`src/rtl/matrix_scan_ctrl_if.sv`:
```
// Bundle between the scan scheduler, matrix_memory and the HUB75 panel pins.
// No latency of its own; pure wiring with directional modports.
// No backpressure: the memory answers within a fixed latency, the panel never stalls.
interface matrix_scan_ctrl_if #(
  parameter int MATRIX_WIDTH    = 64,
  parameter int DATA_WIDTH      = 8,
  parameter int SCAN_VAL_LENGTH = 5
);
  logic                       enable;
  logic [MATRIX_WIDTH-1:0]    pwm_data_ra;
  logic [MATRIX_WIDTH-1:0]    pwm_data_rb;
  logic [MATRIX_WIDTH-1:0]    pwm_data_ga;
  logic [MATRIX_WIDTH-1:0]    pwm_data_gb;
  logic [MATRIX_WIDTH-1:0]    pwm_data_ba;
  logic [MATRIX_WIDTH-1:0]    pwm_data_bb;
  logic [SCAN_VAL_LENGTH-1:0] scan_val;
  logic [DATA_WIDTH-1:0]      current_bcm_bit;
  logic                       panel_r1;
  logic                       panel_g1;
  logic                       panel_b1;
  logic                       panel_r2;
  logic                       panel_g2;
  logic                       panel_b2;
  logic                       panel_clk;
  logic                       panel_lat;
  logic                       panel_oe_n;
  logic [SCAN_VAL_LENGTH-1:0] panel_addr;
  logic                       frame_done;
  logic                       busy;

  // Scheduler side
  modport master (
    input  enable, pwm_data_ra, pwm_data_rb, pwm_data_ga, pwm_data_gb, pwm_data_ba, pwm_data_bb,
    output scan_val, current_bcm_bit,
    output panel_r1, panel_g1, panel_b1, panel_r2, panel_g2, panel_b2,
    output panel_clk, panel_lat, panel_oe_n, panel_addr, frame_done, busy
  );

  // Memory / panel / control side
  modport slave (
    output enable, pwm_data_ra, pwm_data_rb, pwm_data_ga, pwm_data_gb, pwm_data_ba, pwm_data_bb,
    input  scan_val, current_bcm_bit,
    input  panel_r1, panel_g1, panel_b1, panel_r2, panel_g2, panel_b2,
    input  panel_clk, panel_lat, panel_oe_n, panel_addr, frame_done, busy
  );
endinterface

```
`src/rtl/matrix_scan_ctrl.sv`:
```
// Row / bit-plane scan scheduler with binary code modulation for a HUB75 panel.
// Bit period = MEM_LATENCY + 2*MATRIX_WIDTH + 1 + (BASE_TICKS << bit) clocks.
// No backpressure; enable is only honoured in IDLE and on the last DISPLAY clock.
module matrix_scan_ctrl #(
  parameter int MATRIX_WIDTH    = 64,
  parameter int DATA_WIDTH      = 8,
  parameter int SCAN_VAL_LENGTH = 5,
  parameter int SCAN_ROWS       = 16,
  parameter int BASE_TICKS      = 4,
  parameter int MEM_LATENCY     = 1
) (
  input  logic                clk,
  input  logic                rst,
  matrix_scan_ctrl_if.master  bus
);

  localparam int COL_W = $clog2(MATRIX_WIDTH);
  // Wide enough to hold BASE_TICKS << (DATA_WIDTH-1) without wrapping
  localparam int CNT_W = DATA_WIDTH + $clog2(BASE_TICKS);
  localparam int FET_W = (MEM_LATENCY > 1) ? $clog2(MEM_LATENCY) : 1;
  localparam logic [CNT_W-1:0] BASE_C = CNT_W'(BASE_TICKS);

  typedef enum logic [2:0] {
    ST_IDLE,
    ST_FETCH,
    ST_SHIFT,
    ST_LATCH,
    ST_DISPLAY
  } state_t;

  state_t                              state_q, state_d;
  logic [SCAN_VAL_LENGTH-1:0]          scan_q, scan_d;
  logic [DATA_WIDTH-1:0]               bit_q, bit_d;
  logic [SCAN_VAL_LENGTH-1:0]          addr_q, addr_d;
  logic [COL_W-1:0]                    col_q, col_d;
  logic                                phase_q, phase_d;
  logic [FET_W-1:0]                    fetch_q, fetch_d;
  logic [CNT_W-1:0]                    disp_q, disp_d;
  // Channel order: 0=ra 1=ga 2=ba 3=rb 4=gb 5=bb
  logic [5:0][MATRIX_WIDTH-1:0]        sr_q, sr_d;
  logic [5:0]                          colour_q, colour_d;

  logic [5:0]                          colour_out;
  logic [CNT_W-1:0]                    disp_len;
  logic                                disp_last;
  logic                                last_bit;
  logic                                last_row;
  logic                                frame_done_c;

  // Current column is always the MSB of each shift register; pins hold their last value elsewhere
  always_comb begin
    colour_out = colour_q;
    if (state_q == ST_SHIFT) begin
      for (int ch = 0; ch < 6; ch++) colour_out[ch] = sr_q[ch][MATRIX_WIDTH-1];
    end
  end

  assign disp_len  = BASE_C << bit_q;
  assign disp_last = (disp_q == disp_len - CNT_W'(1));
  assign last_bit  = (bit_q == DATA_WIDTH'(DATA_WIDTH - 1));
  assign last_row  = (scan_q == SCAN_VAL_LENGTH'(SCAN_ROWS - 1));

  // Next-state and datapath updates for the scan sequence
  always_comb begin
    state_d      = state_q;
    scan_d       = scan_q;
    bit_d        = bit_q;
    addr_d       = addr_q;
    col_d        = col_q;
    phase_d      = phase_q;
    fetch_d      = fetch_q;
    disp_d       = disp_q;
    sr_d         = sr_q;
    colour_d     = colour_q;
    frame_done_c = 1'b0;

    case (state_q)
      ST_IDLE: begin
        scan_d = '0;
        bit_d  = '0;
        if (bus.enable) begin
          state_d = ST_FETCH;
          fetch_d = '0;
        end
      end

      ST_FETCH: begin
        if (fetch_q == FET_W'(MEM_LATENCY - 1)) begin
          sr_d    = {bus.pwm_data_bb, bus.pwm_data_gb, bus.pwm_data_rb,
                     bus.pwm_data_ba, bus.pwm_data_ga, bus.pwm_data_ra};
          state_d = ST_SHIFT;
          col_d   = COL_W'(MATRIX_WIDTH - 1);
          phase_d = 1'b0;
        end else begin
          fetch_d = fetch_q + FET_W'(1);
        end
      end

      ST_SHIFT: begin
        colour_d = colour_out;
        if (!phase_q) begin
          phase_d = 1'b1;
        end else begin
          phase_d = 1'b0;
          for (int ch = 0; ch < 6; ch++) sr_d[ch] = {sr_q[ch][MATRIX_WIDTH-2:0], 1'b0};
          if (col_q == '0) begin
            state_d = ST_LATCH;
            addr_d  = scan_q;
          end else begin
            col_d = col_q - COL_W'(1);
          end
        end
      end

      ST_LATCH: begin
        state_d = ST_DISPLAY;
        disp_d  = '0;
      end

      ST_DISPLAY: begin
        if (disp_last) begin
          if (last_bit) begin
            bit_d  = '0;
            scan_d = last_row ? '0 : scan_q + SCAN_VAL_LENGTH'(1);
            frame_done_c = last_row;
          end else begin
            bit_d = bit_q + DATA_WIDTH'(1);
          end
          if (bus.enable) begin
            state_d = ST_FETCH;
            fetch_d = '0;
          end else begin
            state_d = ST_IDLE;
            scan_d  = '0;
            bit_d   = '0;
          end
        end else begin
          disp_d = disp_q + CNT_W'(1);
        end
      end

      default: state_d = ST_IDLE;
    endcase
  end

  // State and datapath registers, cleared immediately on reset
  always_ff @(posedge clk or posedge rst) begin
    if (rst) begin
      state_q  <= ST_IDLE;
      scan_q   <= '0;
      bit_q    <= '0;
      addr_q   <= '0;
      col_q    <= '0;
      phase_q  <= 1'b0;
      fetch_q  <= '0;
      disp_q   <= '0;
      sr_q     <= '0;
      colour_q <= '0;
    end else begin
      state_q  <= state_d;
      scan_q   <= scan_d;
      bit_q    <= bit_d;
      addr_q   <= addr_d;
      col_q    <= col_d;
      phase_q  <= phase_d;
      fetch_q  <= fetch_d;
      disp_q   <= disp_d;
      sr_q     <= sr_d;
      colour_q <= colour_d;
    end
  end

  assign bus.scan_val        = scan_q;
  assign bus.current_bcm_bit = bit_q;
  assign bus.panel_addr      = addr_q;
  assign {bus.panel_b2, bus.panel_g2, bus.panel_r2,
          bus.panel_b1, bus.panel_g1, bus.panel_r1} = colour_out;
  assign bus.panel_clk  = (state_q == ST_SHIFT) && phase_q;
  assign bus.panel_lat  = (state_q == ST_LATCH);
  assign bus.panel_oe_n = (state_q != ST_DISPLAY);
  assign bus.frame_done = frame_done_c;
  assign bus.busy       = (state_q != ST_IDLE);

endmodule

```
`src/flat_wrapper.sv`:
```
// flat-port wrapper written by rule: the top's interface ports become plain ports
module matrix_scan_ctrl_flat 
#(
  parameter int MATRIX_WIDTH    = 64,
  parameter int DATA_WIDTH      = 8,
  parameter int SCAN_VAL_LENGTH = 5,
  parameter int SCAN_ROWS       = 16,
  parameter int BASE_TICKS      = 4,
  parameter int MEM_LATENCY     = 1
)
  (clk, rst, bus_enable, bus_pwm_data_ra, bus_pwm_data_rb, bus_pwm_data_ga, bus_pwm_data_gb, bus_pwm_data_ba, bus_pwm_data_bb, bus_scan_val, bus_current_bcm_bit, bus_panel_r1, bus_panel_g1, bus_panel_b1, bus_panel_r2, bus_panel_g2, bus_panel_b2, bus_panel_clk, bus_panel_lat, bus_panel_oe_n, bus_panel_addr, bus_frame_done, bus_busy);
  matrix_scan_ctrl_if #(.MATRIX_WIDTH(MATRIX_WIDTH), .DATA_WIDTH(DATA_WIDTH), .SCAN_VAL_LENGTH(SCAN_VAL_LENGTH)) bus_i ();
  input  logic clk;
  input  logic rst;
  input wire logic [$bits(bus_i.enable)-1:0] bus_enable;
  input wire logic [$bits(bus_i.pwm_data_ra)-1:0] bus_pwm_data_ra;
  input wire logic [$bits(bus_i.pwm_data_rb)-1:0] bus_pwm_data_rb;
  input wire logic [$bits(bus_i.pwm_data_ga)-1:0] bus_pwm_data_ga;
  input wire logic [$bits(bus_i.pwm_data_gb)-1:0] bus_pwm_data_gb;
  input wire logic [$bits(bus_i.pwm_data_ba)-1:0] bus_pwm_data_ba;
  input wire logic [$bits(bus_i.pwm_data_bb)-1:0] bus_pwm_data_bb;
  output wire logic [$bits(bus_i.scan_val)-1:0] bus_scan_val;
  output wire logic [$bits(bus_i.current_bcm_bit)-1:0] bus_current_bcm_bit;
  output wire logic [$bits(bus_i.panel_r1)-1:0] bus_panel_r1;
  output wire logic [$bits(bus_i.panel_g1)-1:0] bus_panel_g1;
  output wire logic [$bits(bus_i.panel_b1)-1:0] bus_panel_b1;
  output wire logic [$bits(bus_i.panel_r2)-1:0] bus_panel_r2;
  output wire logic [$bits(bus_i.panel_g2)-1:0] bus_panel_g2;
  output wire logic [$bits(bus_i.panel_b2)-1:0] bus_panel_b2;
  output wire logic [$bits(bus_i.panel_clk)-1:0] bus_panel_clk;
  output wire logic [$bits(bus_i.panel_lat)-1:0] bus_panel_lat;
  output wire logic [$bits(bus_i.panel_oe_n)-1:0] bus_panel_oe_n;
  output wire logic [$bits(bus_i.panel_addr)-1:0] bus_panel_addr;
  output wire logic [$bits(bus_i.frame_done)-1:0] bus_frame_done;
  output wire logic [$bits(bus_i.busy)-1:0] bus_busy;
  assign bus_i.enable = bus_enable;
  assign bus_i.pwm_data_ra = bus_pwm_data_ra;
  assign bus_i.pwm_data_rb = bus_pwm_data_rb;
  assign bus_i.pwm_data_ga = bus_pwm_data_ga;
  assign bus_i.pwm_data_gb = bus_pwm_data_gb;
  assign bus_i.pwm_data_ba = bus_pwm_data_ba;
  assign bus_i.pwm_data_bb = bus_pwm_data_bb;
  assign bus_scan_val = bus_i.scan_val;
  assign bus_current_bcm_bit = bus_i.current_bcm_bit;
  assign bus_panel_r1 = bus_i.panel_r1;
  assign bus_panel_g1 = bus_i.panel_g1;
  assign bus_panel_b1 = bus_i.panel_b1;
  assign bus_panel_r2 = bus_i.panel_r2;
  assign bus_panel_g2 = bus_i.panel_g2;
  assign bus_panel_b2 = bus_i.panel_b2;
  assign bus_panel_clk = bus_i.panel_clk;
  assign bus_panel_lat = bus_i.panel_lat;
  assign bus_panel_oe_n = bus_i.panel_oe_n;
  assign bus_panel_addr = bus_i.panel_addr;
  assign bus_frame_done = bus_i.frame_done;
  assign bus_busy = bus_i.busy;
  matrix_scan_ctrl #(.MATRIX_WIDTH(MATRIX_WIDTH), .DATA_WIDTH(DATA_WIDTH), .SCAN_VAL_LENGTH(SCAN_VAL_LENGTH), .SCAN_ROWS(SCAN_ROWS), .BASE_TICKS(BASE_TICKS), .MEM_LATENCY(MEM_LATENCY)) u_core (.clk(clk), .rst(rst), .bus(bus_i));
endmodule
```
`config.mk`:
```
export PLATFORM = sky130hd
export DESIGN_NAME = matrix_scan_ctrl_flat
export DESIGN_NICKNAME = d
export VERILOG_FILES = /design/src/rtl/matrix_scan_ctrl_if.sv /design/src/rtl/matrix_scan_ctrl.sv /design/src/flat_wrapper.sv
export SDC_FILE = /design/constraint.sdc
export NUM_CORES = 1
export LEC_CHECK = 0
export CELL_PAD_IN_SITES_DETAIL_PLACEMENT = 1
export CELL_PAD_IN_SITES_GLOBAL_PLACEMENT = 1
export CORE_UTILIZATION = 34
export DETAILED_ROUTE_END_ITERATION = 6
export PLACE_DENSITY_LB_ADDON = 0.1
export REMOVE_ABC_BUFFERS = 1
export SETUP_SLACK_MARGIN = 0.3
export SYNTH_ARGS = -nofsm -noshare
export SYNTH_HDL_FRONTEND = slang
export SYNTH_SLANG_ARGS = --single-unit
```
`constraint.sdc`:
```
create_clock -name clk -period 13.07 [get_ports clk]
set_clock_uncertainty 0.2 [all_clocks]
set_input_delay 1.307 -clock clk [delete_from_list [all_inputs] [get_ports clk]]
set_output_delay 1.307 -clock clk [all_outputs]
set_load 0.02 [all_outputs]
```
==> results.tsv <==
stage	metric	value	unit
setup_path	path_cells	or3_1 > nor3_1 > nand3b_1 > ha_1 > o211a_1 > a2111oi_0 > a221oi_2 > nor4b_1 > clkdlybuf4s50_1	
cells_and_area	layout-drive-gt1-share	3.812	%
status	status	finished, final reports clean	
power_and_ir_drop	vdd_drop_max	0.2025	mV
setup_path	r2r_setup_slack	8690	ps
power_and_ir_drop	total_power	6.124	mW
clock_network	clk_latency	580	ps
global_route	grt_overflow_total	0	
cells_and_area	synthToLayoutAreaGrowth	31.83	%
detailed_routing	drc	0	
clock_network	post_cts_buffers	0	
synthesis	synthFlopType	dfrtp_1	
synthesis	synth_edf_count	0	
placement	dp_hpwl	39890	µm
sta	maxSlewViolCount	0	
setup_path	critPathMaxFanout	10	
cells_and_area	fin_nets	3055	
synthesis	syn_area	0.01956	mm²
global_route	grt_max_degree	273	
detailed_routing	drt_wl_total	60980	µm
synthesis	seq_area_frac_synth	54.75	%
placement	portBuffers	415	
sta	fmax	170.0	MHz
cells_and_area	multiInputGateArea	0.008119	mm²
global_route	grtUsageTotal	20.70	%
clock_network	hold_buffers	0	
clock_network	htreeDepth	2	
floorplanning	ios	416	
setup_path	critPathRequiredTime	11560	ps
clock_network	cts_resized	0	
detailed_routing	ant_nets	0	
clock_network	cts_buffer_depth	3	
detailed_routing	routedWlPerCell	17.62	µm
setup_path	startpoint_type	flop	
synthesis	synth_cell_type_count	55	
sta	setup_viol	0	
detailed_routing	dr.pass1.iters	5	
power_and_ir_drop	intPower	3.688	mW
floorplanning	die_x	241.9	µm
cells_and_area	post-route-util	45.56	%
power_and_ir_drop	pwr-share-comb	39.9	%
power_and_ir_drop	switchingPower	2.435	mW
synthesis	synth.avg_cell_area	8.248	µm²
placement	dpl_cell_area	0.02415	mm²
power_and_ir_drop	power_leakage	10.74	nW
floorplanning	core-area	0.05660	mm²
cells_and_area	final_cell_area	0.02579	mm²
sta	worst_pin_slew	1218	ps
power_and_ir_drop	switching_share	39.77	%
sta	timing.final.crit_share	45.02	%
setup_path	cp_slowest_stage_delay	690	ps
sta	slew_headroom	18.78	%
clock_network	cts_tree	built	
clock_network	cts_inserted_buffers	50	
cells_and_area	seq_area	0.01071	mm²
detailed_routing	initialDrtViolationCount	1063	
synthesis	ys_warn_count	0	
clock_network	cts_root_buf	clkbuf_16	
sta	hold_viol_final	0	
floorplanning	dieArea	0.05850	mm²
sta	min_period	5884	ps
floorplanning	start_util	34.56	%
setup_path	crit_slowest_cell	clkdlybuf4s50_1	
power_and_ir_drop	power.density	237.4	mW/mm²
synthesis	ys_ff_latch	428	
sta	rsz0062_at_grt	false	
detailed_routing	via_count	17610	
setup_path	end_kind	primary output	
synthesis	syn_inst	2372	
global_route	grt_pass1_wl	98390	µm
placement	pre_cts_slack	7807	ps
power_and_ir_drop	clockPowerShare	22.8	%
setup_path	critical_path_class	reg2out	
detailed_routing	viasPerCell	5.088	
power_and_ir_drop	pwr-share-seq	37.3	%
global_route	grt_pass1_vias	18170	
clock_network	cts_sinks	428	
global_route	antenna_found_initial	6	
floorplanning	row_count	87	
cells_and_area	final.fill_count	6665	
floorplanning	die_height	241.9	µm
placement	gp_congestion	0.7806	
clock_network	path_clk_slew	60	ps
flow_run	cap_viol_max_count	0	
worst_hold_path	hold_path_class	reg2reg	
synthesis	async_reset_ff_share	100.0	%
sta	setup_ws	7186	ps
setup_path	worstPathArrival	4380	ps
[sequential cells by signal, indices dropped and copies added (netlist names)]
name                        cells
u_core.col_q                    6
u_core.bus.panel_addr           5
u_core.colour_q                 6
u_core.bus.current_bcm_bit      8
u_core.phase_q                  1
u_core.state_q                  3
u_core.disp_q                  10
u_core.sr_q                   384
u_core.bus.scan_val             5
[cells by family (layout without fill, tap and decap cells)]
| family | after synthesis | in the layout | synth area share [%] |
|---|---|---|---|
| simple gates | 1275 | 1275 | 25.59 |
| compound gates | 450 | 450 | 14.73 |
| flops | 428 | 428 | 54.75 |
| buf+inv | 200 | 530 | 3.850 |
| xor+xnor | 7 | 7 | 0.3134 |
| mux | 7 | 7 | 0.4541 |
| fa+ha+maj | 5 | 5 | 0.3198 |
| other cells | 0 | 3 | 0 |
[metrics by stage]
stage | setup TNS, ps | hold WS, ps | instances
after floorplan | -6086000 | 239.4 | 2182
after global placement | 0 | 258.7 | 3367
after detailed placement | 0 | 262.0 | 3367
after CTS | 0 | 276.2 | 3458
after global routing | 0 | 294.5 | 3461
final | 0 | 270.3 | 3461
[metal layers]
layer  track usage (%)  wire [µm]  up-vias
met5                 0         21        -
met4             6.050       1205        4
met3             3.907       2799       73
met2             33.43      29020      326
met1             28.19      27930     8649
li1                  -          -     8557
[cell type report]
type	count	area share [%]
Clock buffer	84	5.972
Multi-Input combinational cell	1744	31.48
Sequential cell	428	41.53
Timing Repair Buffer	429	16.80
Clock inverter	7	0.3444
Inverter	10	0.1746
Antenna cell	3	0.02911
Tap cell	756	3.668
[critical path: cells and delay by family (launching register included)]
kind            cells  cell delay (ps)
buf+inv             1              690
compound gates      3              860
flops               1              440
fa+ha+maj           1              350
simple gates        4             1440
[cell usage in the layout, fill, tap and decap left out, types with 2 or more instances in the layout]
master,n
clkbuf_8,14
clkdlybuf4s50_1,415
xnor2_1,6
or3_1,8
clkbuf_1,19
or4_1,7
inv_1,9
o21a_1,4
nor4_1,4
o211ai_1,6
a31oi_1,380
a21oi_1,7
nor3_1,8
o21ai_0,14
diode_2,3
buf_4,8
clkbuf_16,51
nand3_1,17
nand2b_1,7
and2_1,5
nand4b_1,2
o41ai_1,4
nor3b_1,2
o21ai_1,6
a22o_1,6
clkinv_2,4
mux2_2,5
and3_1,3
dfrtp_1,428
nor2b_1,4
nand2_1,803
o31ai_1,10
buf_12,6
bufinv_16,2
nor2_1,391
ha_1,5
nand3b_1,3
[synth_stat cells (8+ instances only)]
library cell,n,share of area [%]
o31ai_1,10,0.38
inv_1,10,0.19
nor3_1,8,0.20
a31oi_1,380,12
nor2_1,391,7.5
nand2_1,803,15
dfrtp_1,428,55
a21oi_1,8,0.20
nand3_1,17,0.43
clkbuf_1,186,3.6
o21ai_0,14,0.36
or3_1,8,0.26
[worst paths after layout]
check                                           endpoint                     startpoint  cells past startpoint
max                                       bus_frame_done  u_core.bus.current_bcm_bit[5]                      9
min                                   u_core.colour_q[5]             u_core.colour_q[5]                      2
max reg2reg                u_core.bus.current_bcm_bit[0]  u_core.bus.current_bcm_bit[5]                     11
min reg2reg                           u_core.colour_q[5]             u_core.colour_q[5]                      2
max in group asynchronous               u_core.sr_q[252]                            rst                      3
min in group asynchronous               u_core.sr_q[321]                            rst                      2
[power groups by stage]
stage                     combinational (mW)  clock, mW  sequential (mW)
after floorplan                         2.57          0             2.26
after global placement                  2.38          0             2.27
after detailed placement                2.48          0             2.30
after CTS                               2.50       1.44             2.29
after global routing                    2.82       1.48             2.36
final                                   2.45       1.39             2.28
Power figures use the tool's default switching activity.
